<file path="src/rtl/thermometer_pkg.sv">
// Shared thermometer-code helpers used by the thermometer encoder and decoder.
// Vectors are passed zero-extended to THERM_MAX_W with the live width alongside.
package thermometer_pkg;

   localparam int unsigned THERM_MAX_W = 256;

   typedef logic [THERM_MAX_W-1:0] therm_vec_t;

   function automatic int unsigned thermometer_bw(input int unsigned width);
      return $clog2(width + 1);
   endfunction

   // Legal means no 1 appears above the lowest 0.
   function automatic logic thermometer_legal(input therm_vec_t v, input int unsigned width);
      logic seen_zero;
      logic legal;
      seen_zero = 1'b0;
      legal     = 1'b1;
      for (int unsigned i = 0; i < THERM_MAX_W; i++) begin
         if (i < width) begin
            if (!v[i]) begin
               seen_zero = 1'b1;
            end else if (seen_zero) begin
               legal = 1'b0;
            end
         end
      end
      return legal;
   endfunction

   // Length of the run of 1s starting at bit 0 (index of the lowest 0, or width).
   function automatic int unsigned thermometer_count(input therm_vec_t v, input int unsigned width);
      logic        run;
      int unsigned n;
      run = 1'b1;
      n   = 0;
      for (int unsigned i = 0; i < THERM_MAX_W; i++) begin
         if (i < width) begin
            if (!v[i]) begin
               run = 1'b0;
            end else if (run) begin
               n++;
            end
         end
      end
      return n;
   endfunction

endpackage

</file>
<file path="src/rtl/thermometer2binary_pipe_stage.sv">
// One elastic pipeline slot: valid bit, data register and its load enable.
// en_o is combinational so a full pipe can still advance when downstream drains.
module pipe_stage #(
   parameter int unsigned DW = 1
) (
   input  logic          clk,
   input  logic          rst,
   input  logic          up_valid_i,
   input  logic [DW-1:0] up_data_i,
   input  logic          dn_en_i,
   output logic          en_o,
   output logic          valid_o,
   output logic [DW-1:0] data_o
);

   logic          valid_q, valid_d;
   logic [DW-1:0] data_q, data_d;

   assign en_o    = !valid_q || dn_en_i;
   assign valid_o = valid_q;
   assign data_o  = data_q;

   always_comb begin
      valid_d = valid_q;
      data_d  = data_q;
      if (en_o) begin
         valid_d = up_valid_i;
         if (up_valid_i) begin
            data_d = up_data_i;
         end
      end
   end

   always_ff @(posedge clk or posedge rst) begin
      if (rst) begin
         valid_q <= 1'b0;
         data_q  <= '0;
      end else begin
         valid_q <= valid_d;
         data_q  <= data_d;
      end
   end

endmodule

</file>
<file path="src/rtl/thermometer2binary.sv">
// Two-stage registered thermometer-to-binary decoder with saturating error count.
// Define THERMOMETER2BINARY_BUBBLE_CORRECT_EN to majority-filter single-bit bubbles.
module thermometer2binary
   import thermometer_pkg::*;
#(
   parameter  int unsigned WIDTH     = 4,
   parameter  int unsigned CNT_WIDTH = 8,
   localparam int unsigned BW        = thermometer_bw(WIDTH)
) (
   input  logic                 clk,
   input  logic                 rst,
   input  logic                 s_valid,
   output logic                 s_ready,
   input  logic [WIDTH-1:0]     s_thermometer,
   output logic                 m_valid,
   input  logic                 m_ready,
   output logic [BW-1:0]        m_binary,
   output logic                 m_error,
   input  logic                 err_clr,
   output logic [CNT_WIDTH-1:0] err_cnt
);

   logic             en1, en2;
   logic             v1, v2;
   logic             err_in;
   logic [WIDTH-1:0] t_in;
   therm_vec_t       raw_ext;
   logic [WIDTH:0]   st1_data;
   logic             err1;
   logic [WIDTH-1:0] t1;
   therm_vec_t       t1_ext;
   logic [BW-1:0]    bin_in;
   logic [BW:0]      st2_data;

   logic [CNT_WIDTH-1:0] err_cnt_q, err_cnt_d;

`ifdef THERMOMETER2BINARY_BUBBLE_CORRECT_EN
   // Padded with the virtual bits r[-1]=1 (bit 0) and r[WIDTH]=0 (top bit).
   logic [WIDTH+1:0] r_pad;
   assign r_pad = {1'b0, s_thermometer, 1'b1};
`endif

   always_comb begin
      raw_ext                = '0;
      raw_ext[WIDTH-1:0]     = s_thermometer;
      err_in                 = !thermometer_legal(raw_ext, WIDTH);
`ifdef THERMOMETER2BINARY_BUBBLE_CORRECT_EN
      t_in = '0;
      for (int unsigned i = 0; i < WIDTH; i++) begin
         t_in[i] = (r_pad[i] & r_pad[i+1]) | (r_pad[i] & r_pad[i+2]) | (r_pad[i+1] & r_pad[i+2]);
      end
`else
      t_in = s_thermometer;
`endif
   end

   pipe_stage #(
      .DW(WIDTH + 1)
   ) u_stage1 (
      .clk        (clk),
      .rst        (rst),
      .up_valid_i (s_valid),
      .up_data_i  ({err_in, t_in}),
      .dn_en_i    (en2),
      .en_o       (en1),
      .valid_o    (v1),
      .data_o     (st1_data)
   );

   assign err1 = st1_data[WIDTH];
   assign t1   = st1_data[WIDTH-1:0];

   always_comb begin
      t1_ext            = '0;
      t1_ext[WIDTH-1:0] = t1;
      bin_in            = BW'(thermometer_count(t1_ext, WIDTH));
   end

   pipe_stage #(
      .DW(BW + 1)
   ) u_stage2 (
      .clk        (clk),
      .rst        (rst),
      .up_valid_i (v1),
      .up_data_i  ({err1, bin_in}),
      .dn_en_i    (m_ready),
      .en_o       (en2),
      .valid_o    (v2),
      .data_o     (st2_data)
   );

   assign s_ready  = en1;
   assign m_valid  = v2;
   assign m_error  = st2_data[BW];
   assign m_binary = st2_data[BW-1:0];

   // Clear takes priority over an increment in the same cycle.
   always_comb begin
      err_cnt_d = err_cnt_q;
      if (err_clr) begin
         err_cnt_d = '0;
      end else if (v2 && m_ready && m_error && (err_cnt_q != '1)) begin
         err_cnt_d = err_cnt_q + 1'b1;
      end
   end

   always_ff @(posedge clk or posedge rst) begin
      if (rst) begin
         err_cnt_q <= '0;
      end else begin
         err_cnt_q <= err_cnt_d;
      end
   end

   assign err_cnt = err_cnt_q;

endmodule

</file>
<file path="config.mk">
export PLATFORM = sky130hd
export DESIGN_NAME = thermometer2binary
export DESIGN_NICKNAME = d
export VERILOG_FILES = /design/src/rtl/thermometer_pkg.sv /design/src/rtl/thermometer2binary_pipe_stage.sv /design/src/rtl/thermometer2binary.sv
export SDC_FILE = /design/constraint.sdc
export NUM_CORES = 1
export LEC_CHECK = 0
export ABC_AREA = 0
export CORE_MARGIN = 4
export CORE_UTILIZATION = 25
export DETAILED_ROUTE_END_ITERATION = 10
export PLACE_DENSITY = 0.45
export SLEW_MARGIN = 20
export SYNTH_ARGS = -nofsm -noshare
export SYNTH_HDL_FRONTEND = slang
export SYNTH_SLANG_ARGS = --single-unit
</file>
<file path="constraint.sdc">
create_clock -name clk -period 1.38 [get_ports clk]
set_input_delay 0.138 -clock clk [delete_from_list [all_inputs] [get_ports clk]]
set_output_delay 0.138 -clock clk [all_outputs]
set_load 0.02 [all_outputs]
</file>
==> results.toml <==
[grt]
grt_usage_pct = 10.2
grt-ovfl-total = 0
grt_pass1_vias = 835
grt_pass1_wl_mm = 3.66
grt_max_degree = 20
antenna_found_initial = 0

[drt]
dr.pass1.iters = 3
initialDrtViolationCount = 43
routed_wl_mm = 1.97
vias = 764
avgViaCountPerCell = 4.44
avgRoutedWirePerCell_microns = 11.4
drcViolationCount = 0
drtAntennaViolNets = 0

[clock_tree]
cts_tree = "built"
hold_buffers = 0
clock_latency_ps = 260
cts.htree.levels = 1
path_clk_slew_ps = 80
cts.path.max_buffers = 2
cts_buffers = 3
clock_sinks = 19
cts_root_buffer = "clkbuf_8"

[sta]
period_minus_slack_ps = 1330
max_freq_ghz = 0.753
slew_headroom_pct = 79.6
clock-skew-final_ps = 7.08
timing.final.crit_share_pct = 96.3
grt_setup_unrepaired = "true"
tightest_slew_ps = 305
slew_violations = 0
setup_viol = 0
hold_viol = 0
fin_ws_ps = 51.4

[synthesis]
synth_nets = 99
synth_area_leaders = "dfrtp_1 51%, xor2_1 4.7%, nand2_1 4.5%"
yosysWarningCount = 0
ys_types = 31
synth.yosys.seq_area_share_pct = 51.3
syn-cell-area_sq_um = 927
synth_top_cell_area_share_pct = 51.3
ys_ff_latch = 19
syn_avg_cell_area_sq_um = 10.5
yosysTopAreaCell = "dfrtp_1"
syn_inst = 88

[critical_path]
worstPathArrival_ps = 1460
path_class = "register to register"
crit_path_start_kind = "register"
r2r-end = "err_cnt[3]$_DFFE_PP0P_"
r2r_setup_slack_ps = 50
ff2ff_path_depth = 6
rr_startpoint = "err_cnt[0]$_DFFE_PP0P_"
cp.required_ps = 1510
cp_max_fo = 3
crit_path_end_kind = "register"

[cells_and_area]
drive_gt1_share_pct = 29.4
mostFrequentLayoutCells = "13 x dfrtp_1, 13 x buf_4, 11 x dlygate4sd2_1"
post_layout_nonfiller_instances = 172
post-route-util_pct = 40.0
areaGrowthSynthToFinish_pct = 49.7
antenna-diode-count = 0
layout.nets = 138

[die]
dieHeight_microns = 68.9
die_area_sq_mm = 0.00475
rows = 21
initial_utilization_pct = 26.7
die_x_microns = 68.9
io_pins = 23
core_area_sq_mm = 0.00347

[placed_design]
numPortBuffers = 22
globalplace.congestion = 0.781
place_ws_ps = -159
dp_cells = 167
dp_hpwl_mm = 1.57

[flow_run]
drv_cap = 0

[power]
p_leak_nw = 0.703
p_per_area_mw_per_mm2 = 971
ir_drop_mv = 0.405

[run_status]
status = "completed"

[hold_path]
min_path_type = "input pin to asynchronous set/reset pin"
per-stage QoR:
stage / TNS, ps / area, sq um / power (mW) / hold slack, ps
2_1_floorplan: 0 / 945 / 0.825 / 88.9
3_3_place_gp: -1160 / 1310 / 0.985 / 467
3_5_place_dp: -1100 / 1310 / 0.992 / 472
4_1_cts: 0 / 1370 / 1.37 / 203
5_1_grt: -30.3 / 1390 / 1.44 / 231
6_report: 0 / 1390 / 1.35 / 195
cells in the mapped netlist:
| cell type | instances |
|---|---|
| xnor2_1 | 1 |
| a21oi_1 | 1 |
| nand3b_1 | 1 |
| o21a_1 | 1 |
| inv_1 | 3 |
| nor2_2 | 1 |
| nand4_2 | 1 |
| mux2_2 | 3 |
| nand3_1 | 4 |
| and3_2 | 1 |
| o211ai_1 | 2 |
| nand2b_1 | 4 |
| o21ba_1 | 1 |
| dfrtp_1 | 19 |
| and2_2 | 1 |
| nand2_1 | 11 |
| nor3_1 | 1 |
| o2111ai_1 | 1 |
| a2111oi_2 | 1 |
| and3_1 | 2 |
| nor2_1 | 6 |
| buf_1 | 1 |
| and2_1 | 1 |
| o211ai_2 | 1 |
| ha_1 | 2 |
| mux2i_1 | 3 |
| o21ai_0 | 6 |
| o22ai_1 | 1 |
| xor2_1 | 5 |
| nor2b_1 | 1 |
| o21ai_1 | 1 |
repair_timing:
item,in CTS,in global routing
hold endpoints to repair,0,0
setup endpoints to repair,12,10
gates resized for setup,13,8
buffers inserted,1,0
pin swaps,1,4
report_power, final:
part / internal (mW) / leakage, nW / switching, mW / total [mW]
clock network: 0.201 / 0.0255 / 0.187 / 0.388
registers: 0.613 / 0.236 / 0.0423 / 0.656
logic: 0.154 / 0.442 / 0.150 / 0.304
sequential cells by signal (all words and copies together) (netlist names):
register	flops
err_cnt	8
u_stage1.data_o	5
u_stage2.valid_o	1
u_stage1.valid_o	1
u_stage2.data_o	4
cells by family after synthesis:
logic type / synth area share (%)
fa+ha+maj: 2.70
flops: 51.3
xor+xnor: 5.67
simple gates: 19.4
mux: 6.88
compound gates: 12.4
buf+inv: 1.62
layout make-up:
| class | instances | area (sq um) |
|---|---|---|
| clock buffers | 3 | 41.3 |
| clock inverters | 1 | 5.00 |
| fillers | 366 | 2080 |
| inverters | 3 | 11.3 |
| multi-input cells | 65 | 478 |
| flip-flops and latches | 19 | 483 |
| well taps | 46 | 57.6 |
| repair buffers | 35 | 312 |
metal layers:
metal	wire length (microns)	GRT usage (%)
met4	17	4.38
met5	0	0
met3	95	2.43
met1	891	12.9
met2	961	16.7
how the worst max path moves through the flow:
stage | from | endpoint | depth (start not counted)
2_1_floorplan | err_cnt[0]$_DFFE_PP0P_ | err_cnt[6]$_DFFE_PP0P_ | 5
3_3_place_gp | m_ready | s_ready | 3
3_5_place_dp | m_ready | s_ready | 3
4_1_cts | u_stage2.data_o[2]$_DFFE_PP0P_ | m_binary[2] | 1
5_1_grt | err_cnt[1]$_DFFE_PP0P_ | err_cnt[3]$_DFFE_PP0P_ | 6
6_report | err_cnt[0]$_DFFE_PP0P_ | err_cnt[3]$_DFFE_PP0P_ | 6
worst max-delay path, stage by stage, from the launching register on:
cell and delay (ps):
dfrtp_2 420, buf_4 140, and3_1 210, o211ai_2 100, buf_4 140, xor2_1 140, nor2_1 50
Power figures use the tool's default switching activity.
